**config.mk**
```make
export PLATFORM = sky130hd
export DESIGN_NAME = ram_arbiter_flat
export DESIGN_NICKNAME = d
export VERILOG_FILES = /design/src/rtl/ram_arbiter_if.sv /design/src/rtl/ram_arbiter.sv /design/src/flat_wrapper.sv
export SDC_FILE = /design/constraint.sdc
export NUM_CORES = 1
export LEC_CHECK = 0
export CORE_MARGIN = 2
export CORE_UTILIZATION = 33
export CTS_CLUSTER_DIAMETER = 30
export DETAILED_ROUTE_END_ITERATION = 16
export GPL_TIMING_DRIVEN = 0
export PLACE_DENSITY = 0.77
export SYNTH_ARGS = -nofsm -noshare
export SYNTH_HDL_FRONTEND = slang
export SYNTH_SLANG_ARGS = --single-unit
```
**constraint.sdc**
```tcl
create_clock -name CLK -period 2.12 [get_ports CLK]
set_input_delay 0.212 -clock CLK [delete_from_list [all_inputs] [get_ports CLK]]
set_output_delay 0.212 -clock CLK [all_outputs]
set_load 0.02 [all_outputs]
```
**src/rtl/ram_arbiter_if.sv**
```systemverilog
// Bus bundle between the per-core RAM controllers, the shared-RAM arbiter and
// the single-port synchronous data RAM.
interface ram_arbiter_if #(
    parameter int CORES  = 4,
    parameter int ADDR_W = 16,
    parameter int DATA_W = 8
);
    // Handshake: a controller raises RdReq/WrReq with address/data stable and
    // holds them until its one-cycle RdAck/WrAccess pulse, then drops the
    // request; a request still high in the following IDLE cycle is a new one.
    logic [CORES-1:0]        RAMARBITER_RdReq;
    logic [CORES*ADDR_W-1:0] RAMARBITER_RdAddr;
    logic [CORES-1:0]        RAMARBITER_RdAck;
    logic [DATA_W-1:0]       RAMARBITER_RdData;
    logic [CORES-1:0]        RAMARBITER_WrReq;
    logic [CORES*ADDR_W-1:0] RAMARBITER_WrAddr;
    logic [CORES*DATA_W-1:0] RAMARBITER_WrData;
    logic [CORES-1:0]        RAMARBITER_WrAccess;
    logic [2:0]              RAMARBITER_GrantID;
    logic [ADDR_W-1:0]       RAM_Addr;
    logic                    RAM_En;
    logic                    RAM_We;
    logic [DATA_W-1:0]       RAM_WData;
    logic [DATA_W-1:0]       RAM_RData;
    logic [1:0]              dbg_state;

    modport slave (
        input  RAMARBITER_RdReq, RAMARBITER_RdAddr,
        input  RAMARBITER_WrReq, RAMARBITER_WrAddr, RAMARBITER_WrData,
        input  RAM_RData,
        output RAMARBITER_RdAck, RAMARBITER_RdData, RAMARBITER_WrAccess,
        output RAMARBITER_GrantID,
        output RAM_Addr, RAM_En, RAM_We, RAM_WData,
        output dbg_state
    );

    modport master (
        output RAMARBITER_RdReq, RAMARBITER_RdAddr,
        output RAMARBITER_WrReq, RAMARBITER_WrAddr, RAMARBITER_WrData,
        output RAM_RData,
        input  RAMARBITER_RdAck, RAMARBITER_RdData, RAMARBITER_WrAccess,
        input  RAMARBITER_GrantID,
        input  RAM_Addr, RAM_En, RAM_We, RAM_WData,
        input  dbg_state
    );
endinterface

```
**src/rtl/ram_arbiter.sv**
```systemverilog
// Round-robin arbiter serving one RAM access at a time for up to CORES controllers.
// Define RAM_ARBITER_FIXED_PRIORITY_EN to pin the search start at core 0.
module ram_arbiter #(
    parameter int CORES  = 4,
    parameter int ADDR_W = 16,
    parameter int DATA_W = 8
) (
    input  logic         CLK,
    input  logic         RST_n,
    ram_arbiter_if.slave bus
);
    localparam int IDX_W = (CORES > 1) ? $clog2(CORES) : 1;

    typedef enum logic [1:0] {
        IDLE  = 2'd0,
        ISSUE = 2'd1,
        WAIT  = 2'd2,
        DONE  = 2'd3
    } state_t;

    state_t              r_state, w_state_nx;
    logic [IDX_W-1:0]    r_ptr, w_ptr_nx;
    logic [IDX_W-1:0]    r_grant, w_grant_nx;
    logic [IDX_W-1:0]    w_win, w_idx, w_ptr_inc;
    logic                r_is_wr, w_is_wr_nx;
    logic [CORES-1:0]    w_req;
    logic [CORES-1:0]    r_rd_ack, w_rd_ack_nx;
    logic [CORES-1:0]    r_wr_access, w_wr_access_nx;
    logic                r_ram_en, w_ram_en_nx;
    logic                r_ram_we, w_ram_we_nx;
    logic [ADDR_W-1:0]   r_ram_addr, w_ram_addr_nx;
    logic [DATA_W-1:0]   r_ram_wdata, w_ram_wdata_nx;
    logic [DATA_W-1:0]   r_rd_data, w_rd_data_nx;
    logic                w_found;
    int                  w_sum;

    assign w_req = bus.RAMARBITER_RdReq | bus.RAMARBITER_WrReq;

    // First requester found when scanning upward from the pointer, with wrap.
    always_comb begin
        w_found = 1'b0;
        w_win   = '0;
        w_sum   = 0;
        w_idx   = '0;
        for (int i = 0; i < CORES; i++) begin
            w_sum = int'(r_ptr) + i;
            if (w_sum >= CORES) begin
                w_sum = w_sum - CORES;
            end
            w_idx = IDX_W'(w_sum);
            if (!w_found && w_req[w_idx]) begin
                w_found = 1'b1;
                w_win   = w_idx;
            end
        end
    end

    assign w_ptr_inc = (r_grant == IDX_W'(CORES - 1)) ? '0 : r_grant + IDX_W'(1);

    always_comb begin
        w_state_nx      = r_state;
        w_ptr_nx        = r_ptr;
        w_grant_nx      = r_grant;
        w_is_wr_nx      = r_is_wr;
        w_ram_en_nx     = 1'b0;
        w_ram_we_nx     = 1'b0;
        w_ram_addr_nx   = r_ram_addr;
        w_ram_wdata_nx  = r_ram_wdata;
        w_rd_data_nx    = r_rd_data;
        w_rd_ack_nx     = '0;
        w_wr_access_nx  = '0;
        case (r_state)
            IDLE: begin
                if (w_found) begin
                    w_state_nx  = ISSUE;
                    w_grant_nx  = w_win;
                    // A pending write beats a read from the same core.
                    w_is_wr_nx  = bus.RAMARBITER_WrReq[w_win];
                    w_ram_en_nx = 1'b1;
                    w_ram_we_nx = bus.RAMARBITER_WrReq[w_win];
                    if (bus.RAMARBITER_WrReq[w_win]) begin
                        w_ram_addr_nx  = bus.RAMARBITER_WrAddr[w_win*ADDR_W +: ADDR_W];
                        w_ram_wdata_nx = bus.RAMARBITER_WrData[w_win*DATA_W +: DATA_W];
                    end else begin
                        w_ram_addr_nx  = bus.RAMARBITER_RdAddr[w_win*ADDR_W +: ADDR_W];
                    end
                end
            end
            ISSUE: begin
                if (r_is_wr) begin
                    w_state_nx              = DONE;
                    w_wr_access_nx[r_grant] = 1'b1;
                end else begin
                    w_state_nx = WAIT;
                end
            end
            WAIT: begin
                w_state_nx           = DONE;
                w_rd_data_nx         = bus.RAM_RData;
                w_rd_ack_nx[r_grant] = 1'b1;
            end
            DONE: begin
                w_state_nx = IDLE;
`ifdef RAM_ARBITER_FIXED_PRIORITY_EN
                w_ptr_nx   = '0;
`else
                w_ptr_nx   = w_ptr_inc;
`endif
            end
            default: w_state_nx = IDLE;
        endcase
    end

    always_ff @(posedge CLK or negedge RST_n) begin
        if (!RST_n) begin
            r_state     <= IDLE;
            r_ptr       <= '0;
            r_grant     <= '0;
            r_is_wr     <= 1'b0;
            r_ram_en    <= 1'b0;
            r_ram_we    <= 1'b0;
            r_ram_addr  <= '0;
            r_ram_wdata <= '0;
            r_rd_data   <= '0;
            r_rd_ack    <= '0;
            r_wr_access <= '0;
        end else begin
            r_state     <= w_state_nx;
            r_ptr       <= w_ptr_nx;
            r_grant     <= w_grant_nx;
            r_is_wr     <= w_is_wr_nx;
            r_ram_en    <= w_ram_en_nx;
            r_ram_we    <= w_ram_we_nx;
            r_ram_addr  <= w_ram_addr_nx;
            r_ram_wdata <= w_ram_wdata_nx;
            r_rd_data   <= w_rd_data_nx;
            r_rd_ack    <= w_rd_ack_nx;
            r_wr_access <= w_wr_access_nx;
        end
    end

    assign bus.RAMARBITER_RdAck    = r_rd_ack;
    assign bus.RAMARBITER_RdData   = r_rd_data;
    assign bus.RAMARBITER_WrAccess = r_wr_access;
    assign bus.RAMARBITER_GrantID  = 3'(r_grant);
    assign bus.RAM_Addr            = r_ram_addr;
    assign bus.RAM_En              = r_ram_en;
    assign bus.RAM_We              = r_ram_we;
    assign bus.RAM_WData           = r_ram_wdata;
    assign bus.dbg_state           = r_state;
endmodule

```
**src/flat_wrapper.sv**
```systemverilog
// flat-port wrapper written by rule: the top's interface ports become plain ports
module ram_arbiter_flat 
#(
    parameter int CORES  = 4,
    parameter int ADDR_W = 16,
    parameter int DATA_W = 8
)
  (CLK, RST_n, bus_RAMARBITER_RdReq, bus_RAMARBITER_RdAddr, bus_RAMARBITER_WrReq, bus_RAMARBITER_WrAddr, bus_RAMARBITER_WrData, bus_RAM_RData, bus_RAMARBITER_RdAck, bus_RAMARBITER_RdData, bus_RAMARBITER_WrAccess, bus_RAMARBITER_GrantID, bus_RAM_Addr, bus_RAM_En, bus_RAM_We, bus_RAM_WData, bus_dbg_state);
  ram_arbiter_if #(.CORES(CORES), .ADDR_W(ADDR_W), .DATA_W(DATA_W)) bus_i ();
  input  logic CLK;
  input  logic RST_n;
  input wire logic [$bits(bus_i.RAMARBITER_RdReq)-1:0] bus_RAMARBITER_RdReq;
  input wire logic [$bits(bus_i.RAMARBITER_RdAddr)-1:0] bus_RAMARBITER_RdAddr;
  input wire logic [$bits(bus_i.RAMARBITER_WrReq)-1:0] bus_RAMARBITER_WrReq;
  input wire logic [$bits(bus_i.RAMARBITER_WrAddr)-1:0] bus_RAMARBITER_WrAddr;
  input wire logic [$bits(bus_i.RAMARBITER_WrData)-1:0] bus_RAMARBITER_WrData;
  input wire logic [$bits(bus_i.RAM_RData)-1:0] bus_RAM_RData;
  output wire logic [$bits(bus_i.RAMARBITER_RdAck)-1:0] bus_RAMARBITER_RdAck;
  output wire logic [$bits(bus_i.RAMARBITER_RdData)-1:0] bus_RAMARBITER_RdData;
  output wire logic [$bits(bus_i.RAMARBITER_WrAccess)-1:0] bus_RAMARBITER_WrAccess;
  output wire logic [$bits(bus_i.RAMARBITER_GrantID)-1:0] bus_RAMARBITER_GrantID;
  output wire logic [$bits(bus_i.RAM_Addr)-1:0] bus_RAM_Addr;
  output wire logic [$bits(bus_i.RAM_En)-1:0] bus_RAM_En;
  output wire logic [$bits(bus_i.RAM_We)-1:0] bus_RAM_We;
  output wire logic [$bits(bus_i.RAM_WData)-1:0] bus_RAM_WData;
  output wire logic [$bits(bus_i.dbg_state)-1:0] bus_dbg_state;
  assign bus_i.RAMARBITER_RdReq = bus_RAMARBITER_RdReq;
  assign bus_i.RAMARBITER_RdAddr = bus_RAMARBITER_RdAddr;
  assign bus_i.RAMARBITER_WrReq = bus_RAMARBITER_WrReq;
  assign bus_i.RAMARBITER_WrAddr = bus_RAMARBITER_WrAddr;
  assign bus_i.RAMARBITER_WrData = bus_RAMARBITER_WrData;
  assign bus_i.RAM_RData = bus_RAM_RData;
  assign bus_RAMARBITER_RdAck = bus_i.RAMARBITER_RdAck;
  assign bus_RAMARBITER_RdData = bus_i.RAMARBITER_RdData;
  assign bus_RAMARBITER_WrAccess = bus_i.RAMARBITER_WrAccess;
  assign bus_RAMARBITER_GrantID = bus_i.RAMARBITER_GrantID;
  assign bus_RAM_Addr = bus_i.RAM_Addr;
  assign bus_RAM_En = bus_i.RAM_En;
  assign bus_RAM_We = bus_i.RAM_We;
  assign bus_RAM_WData = bus_i.RAM_WData;
  assign bus_dbg_state = bus_i.dbg_state;
  ram_arbiter #(.CORES(CORES), .ADDR_W(ADDR_W), .DATA_W(DATA_W)) u_core (.CLK(CLK), .RST_n(RST_n), .bus(bus_i));
endmodule
```
==> reports/qor.yml <==
pwr:
  comb_power_share: 0.718
  switching_share: 0.4136
  power.leakage_uw: 0.002892
  peakVddDrop_v: 0.0006052
  p_int_uw: 4719
  p_clk_frac: 0.076
  power.density_nw_per_um2: 1201
  seq_power_share: 0.206
  switchingPower_uw: 3329
die:
  die_h_um: 106.1
  dieWidth_um: 106.1
  coreArea_um2: 10230
  initial_core_util: 0.3361
  io_pins: 225
  rows: 37
  dieArea_um2: 11250
final_layout:
  drive_gt1_frac: 0.2309
  layout_common_cells: "clkdlybuf4s50_1 (215), dfrtp_1 (48), mux2i_1 (40)"
  fin_cells: 725
  area_growth_pct: 94.87
  antenna_cells: 0
  fin_area_um2: 6700
  nets: 774
  final_common_cell: "clkdlybuf4s50_1"
  utilization: 0.6549
critical_path:
  end_kind: "flop"
  endpoint: "u_core.bus.RAM_Addr[9]"
  worstPathRequired_ns: 2.31
  crit_top_cell: "buf_12"
  critical_path_class: "reg2reg"
  max_stage_delay_ns: 0.47
  cp_slowest_cell: "dfrtp_2"
  r2r-start: "u_core.r_ptr[1]"
  startpoint_type: "flop"
  reg2reg_slack_ns: -0.08
  critPathArrivalTime_ns: 2.39
  rr_worst_depth: 9
  crit_chain: "buf_4 > a2bb2oi_4 > o32ai_2 > a32oi_4 > buf_12 > buf_12 > mux2_4 > a32oi_1 > o221ai_1"
  path_max_fanout: 6
  r2r_end: "u_core.bus.RAM_Addr[9]"
  crit_start: "u_core.r_ptr[1]"
clock_network:
  cts_max_level: 2
  clock-sinks: 49
  clk_pin_slew_worst_paths_ns: 0.11
  clk_latency_ns: 0.31
  cts_root_buf: "clkbuf_8"
  numCtsBuffers: 5
  cts_tree: "done"
  clk_path_buf_depth: 2
sta:
  clock_skew_ns: 0.01541
  finalSetupViolations: 24
  worst_slew_pin_slew_ns: 0.5886
  period_needed_ns: 2.201
  fin_crit_sh: 1.038
  max_slew_margin: 0.6076
  finalHoldViolCount: 0
  postLayoutSetupSlackWorst_ns: -0.08093
  drv_slew: 0
  rsz0062_at_grt: "yes"
  max_freq_mhz: 454.4
routing:
  vias: 3747
  final_antenna_net_count: 0
  drc: 0
  drtIter0Drc: 164
  wirelength_um: 13550
  wl_per_cell_um: 18.68
  firstDrtPassIters: 4
  viasPerCell: 5.168
place:
  pre_cts_ws_ns: -0.7565
  placed_area_um2: 5857
  place_hpwl_um: 10220
  placed_cells: 692
  globalplace.congestion: 0.8478
  port_buffers: 223
logic_synthesis:
  synthesis.nets: 518
  avgSynthCellArea_um2: 10.36
  synth_area_leaders: "dfrtp_1 (36%), mux2i_1 (16%), mux2_2 (9.5%), a211o_1 (4.8%), a221oi_1 (3.3%)"
  syn-instance-count: 332
  synthFlopType: "dfrtp_1"
  synth.distinct_cells: 43
  synth.top_cell.area_share: 0.3566
  synth_top_cell_by_area: "dfrtp_1"
  synth_edf_count: 0
  synth_seq_cells: 49
  syn_area_um2: 3438
  yosysSeqAreaShare: 0.3566
  synth_warnings: 0
  ys_async_sr_fraction: 1.000
grt:
  met3_usage: 0.04414
  grt_max_degree: 27
  grt_remaining_overflow: 0
  grtUsageTotal: 0.2288
  grt_pass1_wl_um: 20220
  antenna_found_initial: 0
  grt_pass1_vias: 3917
  grt_busiest_layer: "met2"
  gr-usage-met1: 0.2749
  grt.met2_usage: 0.4198
run_status:
  status: "complete, but fails checks"
  violations: "setup timing"
worst_hold_path:
  hold_class: "in2async"
flow_run:
  cap_violations: 0
## stage by stage
stage                     TNS, ns  hold slack [ns]  total power (µW)
after floorplan                 0         -0.08359              4371
after global placement     -44.08           0.4708              6040
after detailed placement   -15.79           0.2380              6158
after CTS                 -0.8387           0.4497              7488
after global routing       -2.791           0.4675              8543
final                      -1.119           0.4276              8048
## cell usage after synthesis, types with 5 or more instances
cell	count
a211o_1	19
a21oi_1	5
a221oi_1	13
a32oi_1	6
and2_1	7
and3_1	5
buf_2	12
clkbuf_1	7
dfrtp_1	49
ha_1	8
inv_1	19
mux2_2	29
mux2i_1	54
nand2_1	18
nor2_1	5
o21ai_1	13
o31ai_1	13
## kinds of logic after synthesis
| group | after synthesis | share of synthesized area |
|---|---|---|
| other | 1 | 0.001091 |
| AOI/OAI and AO/OA | 95 | 0.2187 |
| muxes | 88 | 0.2696 |
| buffers and inverters | 44 | 0.05677 |
| and+or+nand+nor | 47 | 0.06805 |
| adders and majority gates | 8 | 0.02911 |
| DFF | 49 | 0.3566 |
## critical path, delay by kind of cell (launching register included)
kind	cells	cell delay (ns)
muxes	1	0.30
DFF	1	0.47
AOI/OAI and AO/OA	5	0.83
buffers and inverters	3	0.47
## final cells by class
cell class	instances	area, µm²
timing repair buffer	249	2530
fill	799	3531
clock inverter	3	28.78
buffer	25	247.7
clock buffer	5	68.82
multi-input combinational	239	2356
inverter	19	71.32
sequential	49	1227
tap	136	170.2
## sequential cells by signal, summed over array words and instances (netlist names)
register / cells
u_core.bus.RAM_We: 1
u_core.bus.RAMARBITER_RdData: 8
u_core.bus.RAM_WData: 8
u_core.bus.RAM_Addr: 16
u_core.r_is_wr: 1
u_core.r_grant: 2
u_core.bus.RAM_En: 1
u_core.r_ptr: 2
u_core.bus.RAMARBITER_WrAccess: 4
u_core.bus.dbg_state: 2
u_core.bus.RAMARBITER_RdAck: 4
## per-layer routing
| layer | vias to the layer above | part of all wire | wire length (µm) |
|---|---|---|---|
| met1 | 1819 | 0.38 | 5199 |
| met5 | - | 0 | 0 |
| met3 | 27 | 0.054 | 729 |
| li1 | 1771 | - | - |
| met2 | 130 | 0.54 | 7271 |
| met4 | 0 | 0.026 | 346 |
## worst min path at each step
stage | to | slack, ns | depth (start not counted)
finish | u_core.bus.RAM_We | 0.43 | 2
global route | u_core.bus.RAM_We | 0.47 | 2
floorplan | u_core.bus.RAMARBITER_RdAck[0] | -0.08 | 0
global placement | u_core.bus.RAM_WData[4] | 0.47 | 1
detailed placement | u_core.bus.RAMARBITER_RdData[3] | 0.24 | 1
CTS | u_core.bus.RAMARBITER_RdData[7] | 0.45 | 2
## timing repair
| action | CTS | global route |
|---|---|---|
| buffers inserted | 13 | 9 |
| hold buffers | 1 | 0 |
| gates cloned | 2 | 1 |
| endpoints found under the setup margin | 25 | 25 |
| hold endpoints to repair | 23 | 0 |
| pin swaps | 8 | 16 |
| resized for setup | 75 | 48 |
## power by group through the flow
stage	combinational (µW)	sequential [µW]	clock, µW
2_1_floorplan	2260	2110	0
3_3_place_gp	4400	1640	0
3_5_place_dp	4490	1670	0
4_1_cts	5200	1650	638
5_1_grt	6160	1710	676
6_report	5780	1660	615
(Power assumes the default switching activity.)
